`src/rtl/intseq_if.sv`:
```
// Interrupt sequencer bus: device requests, PSW/microsequencer handshake and vector output.
// Optional mask-write signals D/MWE exist only when INTSEQ_INTMASK_EN is defined.
interface intseq_if #(
  parameter int unsigned NIRQ = 8
);
  logic [NIRQ-1:0] IRQ;
  logic            IE;
  logic            FETCH;
  logic            INTACK;
  logic            VRE;
`ifdef INTSEQ_INTMASK_EN
  logic [15:0]     D;
  logic            MWE;
`endif
  logic            INTREQ;
  logic            IECLR;
  logic [NIRQ-1:0] IRQACK;
  logic            ACTIVE;
  logic [15:0]     Q;

  modport master (
    output IRQ, IE, FETCH, INTACK, VRE,
`ifdef INTSEQ_INTMASK_EN
    output D, MWE,
`endif
    input  INTREQ, IECLR, IRQACK, ACTIVE, Q
  );

  modport slave (
    input  IRQ, IE, FETCH, INTACK, VRE,
`ifdef INTSEQ_INTMASK_EN
    input  D, MWE,
`endif
    output INTREQ, IECLR, IRQACK, ACTIVE, Q
  );
endinterface

```
`src/rtl/intseq.sv`:
```
// Interrupt sequencer: priority arbitration, trap request, IE clear, device ack and vector delivery.
// Optional macro INTSEQ_INTMASK_EN adds a software-writable per-line request mask.
module intseq #(
  parameter int unsigned NIRQ  = 8,
  parameter logic [15:0] VBASE = 16'h0010
) (
  input logic   CLOCK,
  input logic   RESET,
  intseq_if.slave bus
);

  localparam int unsigned LW = (NIRQ > 1) ? $clog2(NIRQ) : 1;

  typedef enum logic [1:0] {IDLE, PEND, ACK, VECT} state_t;

  state_t          state_q, state_d;
  logic [LW-1:0]   vlvl_q;
  logic [LW-1:0]   lvl;
  logic [NIRQ-1:0] mask;
  logic [NIRQ-1:0] ereq;
  logic            any_req;
  logic            intreq_q, ieclr_q, active_q;
  logic [NIRQ-1:0] irqack_q;
  logic [15:0]     vec;

`ifdef INTSEQ_INTMASK_EN
  logic [NIRQ-1:0] mask_q;
  logic            d_unused;

  // Mask write takes effect for arbitration from the following cycle
  always_ff @(posedge CLOCK) begin
    if (RESET)        mask_q <= '1;
    else if (bus.MWE) mask_q <= bus.D[NIRQ-1:0];
  end

  assign mask     = mask_q;
  assign d_unused = ^bus.D;
`else
  assign mask = '1;
`endif

  assign ereq    = bus.IRQ & mask;
  assign any_req = |ereq;

  // Highest set bit of the effective request vector wins
  always_comb begin
    lvl = '0;
    for (int unsigned i = 0; i < NIRQ; i++) begin
      if (ereq[i]) lvl = LW'(i);
    end
  end

  always_comb begin
    state_d = state_q;
    case (state_q)
      IDLE: if (bus.IE && any_req) state_d = PEND;
      PEND: begin
        if (!bus.IE || !any_req)           state_d = IDLE;
        else if (bus.FETCH && bus.INTACK)  state_d = ACK;
      end
      ACK:  state_d = VECT;
      VECT: if (bus.VRE) state_d = IDLE;
      default: state_d = IDLE;
    endcase
  end

  // Outputs are registered decodes of the next state, so they depend on state only
  always_ff @(posedge CLOCK) begin
    if (RESET) begin
      state_q  <= IDLE;
      vlvl_q   <= '0;
      intreq_q <= 1'b0;
      ieclr_q  <= 1'b0;
      active_q <= 1'b0;
      irqack_q <= '0;
    end else begin
      state_q  <= state_d;
      if (state_q == PEND && state_d == ACK) vlvl_q <= lvl;
      intreq_q <= (state_d == PEND);
      ieclr_q  <= (state_d == ACK);
      active_q <= (state_d == ACK) || (state_d == VECT);
      irqack_q <= (state_d == ACK) ? (NIRQ'(1) << lvl) : '0;
    end
  end

  assign vec = VBASE + 16'({vlvl_q, 2'b00});

  assign bus.INTREQ = intreq_q;
  assign bus.IECLR  = ieclr_q;
  assign bus.IRQACK = irqack_q;
  assign bus.ACTIVE = active_q;
  assign bus.Q      = (state_q == VECT && bus.VRE) ? vec : 16'h0000;

endmodule

```
`src/flat_wrapper.sv`:
```
// flat-port wrapper written by rule: the top's interface ports become plain ports
module intseq_flat 
#(
  parameter int unsigned NIRQ  = 8,
  parameter logic [15:0] VBASE = 16'h0010
)
  (CLOCK, RESET, bus_IRQ, bus_IE, bus_FETCH, bus_INTACK, bus_VRE, bus_INTREQ, bus_IECLR, bus_IRQACK, bus_ACTIVE, bus_Q);
  intseq_if #(.NIRQ(NIRQ)) bus_i ();
  input logic CLOCK;
  input logic RESET;
  input wire logic [$bits(bus_i.IRQ)-1:0] bus_IRQ;
  input wire logic [$bits(bus_i.IE)-1:0] bus_IE;
  input wire logic [$bits(bus_i.FETCH)-1:0] bus_FETCH;
  input wire logic [$bits(bus_i.INTACK)-1:0] bus_INTACK;
  input wire logic [$bits(bus_i.VRE)-1:0] bus_VRE;
  output wire logic [$bits(bus_i.INTREQ)-1:0] bus_INTREQ;
  output wire logic [$bits(bus_i.IECLR)-1:0] bus_IECLR;
  output wire logic [$bits(bus_i.IRQACK)-1:0] bus_IRQACK;
  output wire logic [$bits(bus_i.ACTIVE)-1:0] bus_ACTIVE;
  output wire logic [$bits(bus_i.Q)-1:0] bus_Q;
  assign bus_i.IRQ = bus_IRQ;
  assign bus_i.IE = bus_IE;
  assign bus_i.FETCH = bus_FETCH;
  assign bus_i.INTACK = bus_INTACK;
  assign bus_i.VRE = bus_VRE;
  assign bus_INTREQ = bus_i.INTREQ;
  assign bus_IECLR = bus_i.IECLR;
  assign bus_IRQACK = bus_i.IRQACK;
  assign bus_ACTIVE = bus_i.ACTIVE;
  assign bus_Q = bus_i.Q;
  intseq #(.NIRQ(NIRQ), .VBASE(VBASE)) u_core (.CLOCK(CLOCK), .RESET(RESET), .bus(bus_i));
endmodule
```
`config.mk`:
```
export PLATFORM = sky130hd
export DESIGN_NAME = intseq_flat
export DESIGN_NICKNAME = d
export VERILOG_FILES = /design/src/rtl/intseq_if.sv /design/src/rtl/intseq.sv /design/src/flat_wrapper.sv
export SDC_FILE = /design/constraint.sdc
export NUM_CORES = 1
export LEC_CHECK = 0
export CAP_MARGIN = 10
export CORE_AREA = 2 2 47 49
export DETAILED_ROUTE_END_ITERATION = 16
export DIE_AREA = 0 0 49 51
export MAX_ROUTING_LAYER = met4
export PLACE_DENSITY = 0.78
export SLEW_MARGIN = 40
export SYNTH_ARGS = -nofsm -noshare
export SYNTH_HDL_FRONTEND = slang
export SYNTH_SLANG_ARGS = --single-unit
```
`constraint.sdc`:
```
create_clock -name CLOCK -period 1.95 [get_ports CLOCK]
set_input_delay 0.39 -clock CLOCK [delete_from_list [all_inputs] [get_ports CLOCK]]
set_output_delay 0.39 -clock CLOCK [all_outputs]
set_load 0.03 [all_outputs]
```
==> flow_metrics.py, run 1 <==
metrics = {
    "run_status": {
        "run_status": "finished, final reports clean",
    },
    "worst_setup_path": {
        "reg2reg_to": "u_core.vlvl_q[0]$_SDFFE_PP0P_",
        "end_kind": "output port",
        "r2r_setup_slack_ns": 0.61,
        "arrival_ns": 1.37,
        "start_kind": "input port",
        "endpoint": "bus_Q[4]",
        "critPathMaxFanout": 4,
        "required_ns": 1.56,
        "reg2regPathDepth": 4,
        "crit_start": "bus_VRE",
        "crit_type": "in2out",
        "r2r_start": "u_core.state_q[0]$_SDFF_PP0_",
    },
    "global_route": {
        "grt_usage_pct": 14.06,
        "grt_max_degree": 9,
        "gr-total-overflow": 0,
        "antenna_found_initial": 0,
        "grt_pass1_vias": 597,
        "grt_pass1_wl_mm": 2.608,
    },
    "synth": {
        "synth.area.top_cells": "dfxtp_1 (43%), buf_4 (12%), and2_1 (4.2%), nor2_1 (3.5%), a21oi_1 (3.4%)",
        "synth_edf_count": 0,
        "synth_cells": 76,
        "yosysWarnings": 0,
        "synth_cell_types": 30,
        "seq_area_frac_synth_pct": 43.10,
        "syn_area_sq_um": 743.2,
        "synth-main-ff-cell": "dfxtp_1",
        "synth_common_cells": "dfxtp_1 (16), buf_4 (12), nor2_1 (7)",
        "synth_top_cell_by_area": "dfxtp_1",
        "synth_top_area_share_pct": 43.10,
        "yosysMostFrequentCell": "dfxtp_1",
        "yosys_register_bits": 16,
        "avgSynthCellArea_sq_um": 9.779,
        "synthArstFlopShare_pct": 0,
    },
    "floorplan": {
        "dieArea_sq_mm": 0.002499,
        "core_sq_mm": 0.002063,
        "start_util_pct": 36.02,
        "ios": 41,
        "num_rows": 17,
        "die_h_microns": 51,
        "chipWidth_microns": 49,
    },
    "cts": {
        "post_cts_buffers": 0,
        "cts_root_buffer": "clkbuf_4",
        "cts_sinks": 16,
        "clkLatencyLatePin_ns": 0.28,
        "cts_made_buffers": 3,
        "hold_buffers": 0,
        "ctsLongestPathBuffers": 2,
        "cts_tree": "yes",
        "cts.clk_slew.worst_paths_ns": 0.08,
        "cts_resized": 0,
        "ctsHtreeMaxLevel": 1,
    },
    "routing": {
        "wl_met2_microns": 817,
        "ant_nets": 0,
        "drt_iter0_drc": 9,
        "wirelength_mm": 1.547,
        "wl_met1_microns": 600,
        "met3WireLength_microns": 120,
        "wire_per_inst_microns": 11.13,
        "drc": 0,
        "top_layer_used": "met4",
        "drt_first_pass_iters": 4,
        "via_count": 625,
        "via_per_inst": 4.496,
    },
    "sta": {
        "fin_worst_skew_ns": 0.004760,
        "finalSetupViolations": 0,
        "fin_tns_setup_ns": 0,
        "post-route-period-util_pct": 90.48,
        "min_period_ns": 1.764,
        "slew_violations": 0,
        "max_freq_mhz": 566.8,
        "grt_setup_unrepaired": "no",
        "finalHoldViolations": 0,
    },
    "placement": {
        "post-place-cells": 136,
        "place_hpwl_mm": 1.269,
        "io_buffers": 28,
        "gp_congestion": 0.7729,
    },
    "job": {
        "maxCapViolCount": 0,
    },
    "finish": {
        "fin_nets": 127,
        "area_growth_pct": 43.10,
        "final_util_pct": 51.55,
        "fin_cells": 139,
        "n_antenna_cell": 0,
        "drive_above_1_share_pct": 18.92,
    },
    "worst_hold_path": {
        "hp-class": "reg2reg",
    },
    "power": {
        "power_density_mw_per_mm2": 578.4,
        "peakVddDrop_v": 0.0002278,
        "finalPower_w": 0.0006151,
        "p_leak_nw": 0.4326,
    },
}
==> logic make-up after synthesis <==
kind of cell,share of synthesized area [%]
and+or+nand+nor,28.11
other,0.5046
AOI/OAI and AO/OA,14.14
buffers and inverters,14.14
DFF,43.10
==> metrics by stage <==
stage	cell area [sq um]	hold slack [ns]	setup WS (ns)
6_report	1064	0.5064	0.1856
5_1_grt	1064	0.5421	0.1101
4_1_cts	1064	0.5078	0.1734
3_5_place_dp	1041	0.4961	0.02488
3_3_place_gp	1041	0.4945	0.1057
2_1_floorplan	784.5	0.4690	0.5311
==> registers in the layout, summed over array words and instances (netlist names) <==
register / cells
u_core.bus.INTREQ: 1
u_core.bus.ACTIVE: 1
u_core.bus.IECLR: 1
u_core.vlvl_q: 3
u_core.bus.IRQACK: 8
u_core.state_q: 2
==> per-layer routing <==
metal	vias up	GRT usage [%]
met5	-	-
met4	0	4.762
met3	2	4.678
met2	28	26.71
met1	286	13.38
li1	309	-
==> final cells by class <==
cell class | count | area, sq um
inverters | 3 | 11.26
well taps | 28 | 35.03
clock buffers | 3 | 22.52
repair buffers | 34 | 315.3
flip-flops and latches | 16 | 320.3
fillers | 199 | 999.7
multi-input cells | 55 | 359.1
==> worst max-delay path, cell delays in order <==
cell             delay (ns)
clkdlybuf4s50_1        0.48
and3_1                 0.20
nor2b_1                0.14
buf_4                  0.16
==> placed cells by master, fill, tap and decap left out, drive strengths merged, types with 3 or more instances in the layout <==
master,count
a21oi,5
a211oi,3
clkbuf,3
clkdlybuf4s50,24
nor2,7
nand2,3
and2,5
dfxtp,16
conb,12
inv,3
buf,10
==> worst min-delay path by stage <==
| stage | startpoint | to | cells after the start |
|---|---|---|---|
| after detailed placement | u_core.vlvl_q[1]$_SDFFE_PP0P_ | u_core.vlvl_q[1]$_SDFFE_PP0P_ | 2 |
| final | u_core.vlvl_q[1]$_SDFFE_PP0P_ | u_core.vlvl_q[1]$_SDFFE_PP0P_ | 2 |
| after CTS | u_core.vlvl_q[1]$_SDFFE_PP0P_ | u_core.vlvl_q[1]$_SDFFE_PP0P_ | 2 |
| after global routing | u_core.vlvl_q[1]$_SDFFE_PP0P_ | u_core.vlvl_q[1]$_SDFFE_PP0P_ | 2 |
| after floorplan | bus_IRQ[5] | u_core.bus.IRQACK[0]$_SDFF_PP0_ | 1 |
| after global placement | u_core.vlvl_q[1]$_SDFFE_PP0P_ | u_core.vlvl_q[1]$_SDFFE_PP0P_ | 2 |
==> report_power, final <==
part | switching (W) | internal [W]
clock | 0.0000976 | 0.0000718
sequential | 0.00000216 | 0.000332
combinational | 0.0000673 | 0.0000445
(Power assumes the default switching activity.)
==> run 2: changes to the inputs <==
--- a/config.mk
+++ b/config.mk
@@ -5,7 +5,7 @@
 export SDC_FILE = /design/constraint.sdc
 export NUM_CORES = 1
 export LEC_CHECK = 0
-export CAP_MARGIN = 10
+export CAP_MARGIN = 20
 export CORE_AREA = 2 2 47 49
 export DETAILED_ROUTE_END_ITERATION = 16
 export DIE_AREA = 0 0 49 51
==> results of run 2 <==
Same layout as run 1: the final DEF is identical, and so are final timing and power.
==> run 3: changes to the inputs <==
--- a/config.mk
+++ b/config.mk
@@ -7,6 +7,7 @@
 export LEC_CHECK = 0
 export CAP_MARGIN = 20
 export CORE_AREA = 2 2 47 49
+export CTS_CLUSTER_DIAMETER = 200
 export DETAILED_ROUTE_END_ITERATION = 16
 export DIE_AREA = 0 0 49 51
 export MAX_ROUTING_LAYER = met4
==> results of run 3 <==
Same layout as run 1: the final DEF is identical, and so are final timing and power.
